## config.mk

```make
export PLATFORM = sky130hd
export DESIGN_NAME = bsg_alu_arbiter_flat
export DESIGN_NICKNAME = d
export VERILOG_FILES = /design/src/rtl/bsg_alu_arbiter_if.sv /design/src/rtl/bsg_alu_arbiter.sv /design/src/flat_wrapper.sv
export SDC_FILE = /design/constraint.sdc
export NUM_CORES = 1
export LEC_CHECK = 0
export BUFFER_PORTS_ARGS = -buffer_cell sky130_fd_sc_hd__buf_2
export CORE_ASPECT_RATIO = 1.2
export CORE_MARGIN = 2
export CORE_UTILIZATION = 48
export CTS_CLUSTER_DIAMETER = 150
export DETAILED_ROUTE_END_ITERATION = 8
export PLACE_DENSITY = 0.85
export SYNTH_ARGS = -nofsm -noshare
export SYNTH_HDL_FRONTEND = slang
export SYNTH_SLANG_ARGS = --single-unit
export TNS_END_PERCENT = 20
```

## constraint.sdc

```tcl
create_clock -name clk_i -period 8.75 [get_ports clk_i]
set_clock_uncertainty 0.1 [all_clocks]
set_input_delay 0.4375 -clock clk_i [delete_from_list [all_inputs] [get_ports clk_i]]
set_output_delay 0.4375 -clock clk_i [all_outputs]
set_load 0.1 [all_outputs]
```

## src/rtl/bsg_alu_arbiter_if.sv

```systemverilog
// Request/result bundle for bsg_alu_arbiter.
// The requester/consumer side holds the master modport; the arbiter holds
// the slave modport. Signal names keep the arbiter-relative _i/_o suffixes.
interface bsg_alu_arbiter_if #(
    parameter int width_p = 8,
    parameter int els_p   = 4
);
    localparam int id_width = (els_p > 1) ? $clog2(els_p) : 1;

    logic [els_p-1:0]         v_i;
    logic [2*els_p-1:0]       op_i;
    logic [width_p*els_p-1:0] a_i;
    logic [width_p*els_p-1:0] b_i;
    logic [els_p-1:0]         ready_o;
    logic                     v_o;
    logic [width_p-1:0]       res_o;
    logic [id_width-1:0]      id_o;
    logic                     yumi_i;

    modport master (
        output v_i, op_i, a_i, b_i, yumi_i,
        input  ready_o, v_o, res_o, id_o
    );

    modport slave (
        input  v_i, op_i, a_i, b_i, yumi_i,
        output ready_o, v_o, res_o, id_o
    );
endinterface

```

## src/rtl/bsg_alu_arbiter.sv

```systemverilog
// Round-robin arbiter sharing one 2-bit-opcode ALU between els_p requesters.
// The winner's operands go through the ALU combinationally and the result is
// captured in a single-entry output register tagged with the winner's id.
// Output handshake is valid/yumi; a yumi in the same cycle as a new accept
// replaces the entry without a bubble.
module bsg_alu_arbiter #(
    parameter int width_p = 8,
    parameter int els_p   = 4
) (
    input  logic                   clk_i,
    input  logic                   reset_i,
    bsg_alu_arbiter_if.slave       bus
);
    localparam int id_width = (els_p > 1) ? $clog2(els_p) : 1;

    // Opcodes: 00 AND, 01 XOR, 10 NAND, 11 ADD (carry-out dropped).
    function automatic logic [width_p-1:0] alu_f(
        input logic [1:0]         op,
        input logic [width_p-1:0] a,
        input logic [width_p-1:0] b
    );
        logic [width_p-1:0] r;
        case (op)
            2'b00:   r = a & b;
            2'b01:   r = a ^ b;
            2'b10:   r = ~(a & b);
            default: r = a + b;
        endcase
        return r;
    endfunction

    logic                v_q, v_d;
    logic [width_p-1:0]  res_q, res_d;
    logic [id_width-1:0] id_q, id_d;
    logic [id_width-1:0] last_q, last_d;

    logic                grant_found;
    logic [id_width-1:0] grant_idx;
    logic                accept;
    logic [1:0]          op_sel;
    logic [width_p-1:0]  a_sel;
    logic [width_p-1:0]  b_sel;

    // Round-robin search starting just after the last winner, wrapping at els_p.
    always_comb begin
        int idx;
        grant_found = 1'b0;
        grant_idx   = '0;
        idx         = 0;
        for (int i = 1; i <= els_p; i++) begin
            idx = int'(last_q) + i;
            if (idx >= els_p) idx = idx - els_p;
            if (!grant_found && bus.v_i[idx]) begin
                grant_found = 1'b1;
                grant_idx   = id_width'(idx);
            end
        end
    end

    // Accept when the output slot is free (or being drained) and someone asks;
    // the winner's operands are muxed to the ALU.
    always_comb begin
        int gi;
        gi          = int'(grant_idx);
        accept      = (~v_q | bus.yumi_i) & grant_found & ~reset_i;
        bus.ready_o = accept ? (els_p'(1) << grant_idx) : '0;
        op_sel      = bus.op_i[2*gi +: 2];
        a_sel       = bus.a_i[gi*width_p +: width_p];
        b_sel       = bus.b_i[gi*width_p +: width_p];
    end

    // Next state of the output slot and the last-grant pointer.
    always_comb begin
        v_d    = v_q;
        res_d  = res_q;
        id_d   = id_q;
        last_d = last_q;
        if (accept) begin
            v_d    = 1'b1;
            res_d  = alu_f(op_sel, a_sel, b_sel);
            id_d   = grant_idx;
            last_d = grant_idx;
        end else if (bus.yumi_i) begin
            v_d = 1'b0;
        end
    end

    // State registers; reset empties the slot and gives requester 0 top priority.
    always_ff @(posedge clk_i) begin
        if (reset_i) begin
            v_q    <= 1'b0;
            res_q  <= '0;
            id_q   <= '0;
            last_q <= id_width'(els_p - 1);
        end else begin
            v_q    <= v_d;
            res_q  <= res_d;
            id_q   <= id_d;
            last_q <= last_d;
        end
    end

    assign bus.v_o   = v_q;
    assign bus.res_o = res_q;
    assign bus.id_o  = id_q;

`ifndef SYNTHESIS
    // Consumer must not take a result that is not there.
    always_ff @(posedge clk_i) begin
        if (!reset_i) begin
            assert (!(bus.yumi_i && !v_q))
                else $error("bsg_alu_arbiter: yumi_i asserted while v_o=0");
        end
    end
`endif
endmodule

```

## src/flat_wrapper.sv

```systemverilog
// flat-port wrapper written by rule: the top's interface ports become plain ports
module bsg_alu_arbiter_flat 
#(
    parameter int width_p = 8,
    parameter int els_p   = 4
)
  (clk_i, reset_i, bus_v_i, bus_op_i, bus_a_i, bus_b_i, bus_yumi_i, bus_ready_o, bus_v_o, bus_res_o, bus_id_o);
  bsg_alu_arbiter_if #(.width_p(width_p), .els_p(els_p)) bus_i ();
  input  logic clk_i;
  input  logic reset_i;
  input wire logic [$bits(bus_i.v_i)-1:0] bus_v_i;
  input wire logic [$bits(bus_i.op_i)-1:0] bus_op_i;
  input wire logic [$bits(bus_i.a_i)-1:0] bus_a_i;
  input wire logic [$bits(bus_i.b_i)-1:0] bus_b_i;
  input wire logic [$bits(bus_i.yumi_i)-1:0] bus_yumi_i;
  output wire logic [$bits(bus_i.ready_o)-1:0] bus_ready_o;
  output wire logic [$bits(bus_i.v_o)-1:0] bus_v_o;
  output wire logic [$bits(bus_i.res_o)-1:0] bus_res_o;
  output wire logic [$bits(bus_i.id_o)-1:0] bus_id_o;
  assign bus_i.v_i = bus_v_i;
  assign bus_i.op_i = bus_op_i;
  assign bus_i.a_i = bus_a_i;
  assign bus_i.b_i = bus_b_i;
  assign bus_i.yumi_i = bus_yumi_i;
  assign bus_ready_o = bus_i.ready_o;
  assign bus_v_o = bus_i.v_o;
  assign bus_res_o = bus_i.res_o;
  assign bus_id_o = bus_i.id_o;
  bsg_alu_arbiter #(.width_p(width_p), .els_p(els_p)) u_core (.clk_i(clk_i), .reset_i(reset_i), .bus(bus_i));
endmodule
```

==> results.md <==
- Initial antenna violation count: 0
- Worst Hold Class: reg2reg
- Max Slew Vio Count: 0
- Sw Ratio: 53.2%
- Final Hold Viols: 0
- Filler Cell Count: 303
- RR Endpoint: u_core.bus.res_o[7]$_SDFFE_PP0P_
- Setup CP Type: reg2reg
- Detail Placement HPWL: 3200 µm
- Kind of start point of the critical path: register
- H-Tree Depth: 1
- Final design utilization: 64.3%
- Setup TNS: 0 ns
- Worst Reg-to-Reg Cells: 14
- Met1 usage: 22.6%
- Synth Area in Compound Gates: 23.6%
- Worst-path clk slew: 0.05 ns
- Diode count: 0
- Final worst path period need: 3.35 ns
- Multiplexer share of the synthesized area: 18.4%
- Post-DR wirelength/cell: 12.6 µm
- Reg2reg start: u_core.last_q[1]$_SDFFE_PP1P_
- Critical Path RT: 8.83 ns
- Global-route wire length before repair: 6310 µm
- Most Crowded Layer GR: met2
- Core area: 3280 µm²
- Layout area overhead: 31.6%
- DRT antenna net count: 0
- Die area: 3820 µm²
- PortBufs: 93
- Flop pwr share: 18.1%
- Maximum VDD drop: 0.000173 V
- Largest family of logic cells by synthesized area: compound AO/OA/AOI/OAI gates
- DRT Pass-1 Iters: 4
- R2r setup slk: 5.40 ns
- Mean post-synth cell area: 8.14 µm²
- Number of global-route vias before repair: 1546
- Rows: 23
- Routed WL: 4020 µm
- Sequential element share of the synthesized area: 16.2%
- Met3 track demand over resource: 4.21%
- Multi-input logic area: 1270 µm²
- Via density: 5.41
- Fmax achieved: 299 MHz
- Slew at the pin with the worst max-slew slack: 0.569 ns
- Die Wd: 56.8 µm
- Post-cts resize count: 0
- Total CTS buffers: 3
- YS warnings: 0
- Clk root buf: clkbuf_8
- Worst hold path startpoint: u_core.bus.res_o[0]$_SDFFE_PP0P_
- Count of final setup violators: 0
- Syn_nets: 285
- Crit path max fanout: 50
- Global-route usage over all layers: 20.4%
- Hold depth: 2
- CTS tree: built
- Clock Path Buffers: 2
- RePlAce Congestion: 0.868
- Status: finished, final reports clean
- Leak Pwr: 1.01 nW
- Vias: 1730
- Largest net degree at the start of global routing: 51
- Top Ports: 94
- RSZ-0062 raised after global routing: no
- Clk sinks: 13
- Mapped Area: 1600 µm²
- Simple-gate share of the synthesized area: 22.6%
- Clock power frac: 12.0%
- Hold_buf cts: 0
- Reg area: 260 µm²
- CP Capture Type: register
- Yosys cell types: 39
- Post-CTS setup buffers: 0
- Worst-Skew Late Latency: 0.25 ns
- Starting density of the core: 48.9%
- Initial DRC Count: 79
- Gr ovfl total: 0
- Nets@finish: 372
- WHS: 0.355 ns
- Hold Path End: u_core.bus.res_o[0]$_SDFFE_PP0P_
- Max-cap violations: 0
- Grt met2 use: 37.2%
- Fraction of layout cells with a size suffix above 1: 36.4%
- # DRC: 0
- Switching pwr: 0.236 mW
- Slew headroom: 62.1%
- XOR/XNOR Fraction of Synth Area: 6.55%
- WP data arrival: 3.43 ns
- Synthesized instance count: 197
- Combinational power share: 69.9%
- DIE HEIGHT: 67.3 µm
- #FFs+latches synth: 13
- Tcrit/Tclk final: 38.3%
- Pwr/cell area: 210 nW/µm²
- Post-synthesis adder-cell area fraction: 7.49%
- Internal: 0.207 mW
-- Yosys cell counts, drive strengths merged --
cell type  number  area [µm²]
or2b            1        7.51
fa              1        20.0
a21o            1        7.51
and2            1        6.26
nand3           4        20.0
mux2i          26         273
nor4            1        6.26
xor2            5        43.8
ha              8         100
a41o            1        10.0
nor3            2        10.0
o21bai          3        22.5
nor2b          18         113
clkbuf          6        22.5
inv             3        11.3
mux4            1        22.5
o21ai           1        5.00
or3             1        6.26
o221ai          5        43.8
dfxtp          13         260
o211ai          1        7.51
a311o           1        10.0
o22ai           2        12.5
buf             7        47.6
nand2           9        33.8
xnor2           7        61.3
nand3b          9        67.6
nor2           11        41.3
a211o           1        8.76
a211oi         14         105
a21boi          2        15.0
nand2b          7        43.8
or4             1        7.51
a21oi          22         110
a31oi           1        21.3
-- layout by cell type, fill, tap and decap left out, types with 2 or more instances in the layout --
cell type   n
a21oi_1    22
nand3b_1    9
mux2i_1    25
nand2_1     9
buf_2      93
clkbuf_8    3
o21bai_1    2
ha_1        8
xnor2_1     7
dfxtp_1    13
o22ai_1     2
o221ai_1    5
buf_4       2
nand2b_1    7
xor2_1      5
nor2_1     11
nor3_1      2
a21boi_0    2
inv_1       3
a211oi_1   14
nor2b_1    18
nand3_1     4
-- flip-flops by register name, indices dropped and copies added (netlist names) --
register	count
u_core.bus.v_o	1
u_core.bus.res_o	8
u_core.last_q	2
u_core.bus.id_o	2
-- routing by layer --
layer  routed length (µm)  share of wire (%)  vias to the layer above
met5                    0                  0                        -
met2                 1910                 47                       54
met4                   68                1.7                        0
met1                 1730                 43                      770
met3                  317                7.9                        4
li1                     -                  -                      902
-- layout make-up --
cell class | instances | area share [%]
Clock inverter | 1 | 0.237
Tap cell | 37 | 2.19
Timing Repair Buffer | 95 | 22.8
Clock buffer | 3 | 1.96
Multi-Input combinational cell | 168 | 60.0
Sequential cell | 13 | 12.3
Inverter | 3 | 0.533
-- worst max-delay path: stages (launching register included) --
cell and delay (ns):
dfxtp_1 0.46, nand3b_1 0.18, a31oi_4 0.19, buf_4 0.50, nor2b_1 0.10, a211oi_1 0.18
a21oi_1 0.07, ha_1 0.36, a21oi_1 0.20, nor2b_1 0.07, a311o_1 0.33, nand3_1 0.09
a21boi_0 0.12, a41o_1 0.26, nor2_1 0.08
-- how the worst max path moves through the flow --
| stage | cells after the start | slack [ns] | start | endpoint |
|---|---|---|---|---|
| 2_1_floorplan | 7 | 5.41 | u_core.last_q[1]$_SDFFE_PP1P_ | bus_ready_o[3] |
| 3_3_place_gp | 16 | 5.42 | bus_v_i[0] | u_core.bus.res_o[6]$_SDFFE_PP0P_ |
| 3_5_place_dp | 15 | 5.32 | bus_v_i[0] | u_core.bus.res_o[7]$_SDFFE_PP0P_ |
| 4_1_cts | 14 | 5.39 | u_core.last_q[1]$_SDFFE_PP1P_ | u_core.bus.res_o[7]$_SDFFE_PP0P_ |
| 5_1_grt | 13 | 5.10 | u_core.last_q[1]$_SDFFE_PP1P_ | u_core.bus.res_o[7]$_SDFFE_PP0P_ |
| 6_report | 14 | 5.40 | u_core.last_q[1]$_SDFFE_PP1P_ | u_core.bus.res_o[7]$_SDFFE_PP0P_ |
-- per-stage QoR --
step / setup slack, ns / area, µm² / power, mW / std cells
after floorplan: 5.41 / 1600 / 0.334 / 197
after global placement: 5.42 / 2060 / 0.387 / 316
after detailed placement: 5.32 / 2060 / 0.389 / 316
after CTS: 5.39 / 2110 / 0.446 / 320
after global routing: 5.10 / 2110 / 0.475 / 320
final: 5.40 / 2110 / 0.443 / 320
-- power groups by stage --
stage	Clock (mW)	Combinational (mW)	Sequential (mW)
floorplan	0	0.167	0.167
global placement	0	0.306	0.0811
detailed placement	0	0.308	0.0815
CTS	0.0553	0.310	0.0805
global route	0.0566	0.336	0.0822
finish	0.0531	0.309	0.0803
-- kinds of logic (layout without fill, tap and decap cells) --
family / after synthesis / after routing
AO/OA/AOI/OAI: 55 / 55
XOR/XNOR: 12 / 12
adder cells (fa/ha/maj): 9 / 9
buffers and inverters: 16 / 102
flip-flops: 13 / 13
multiplexers: 27 / 27
AND/OR/NAND/NOR: 65 / 65
Note: power is estimated with default switching activity, not from simulation.
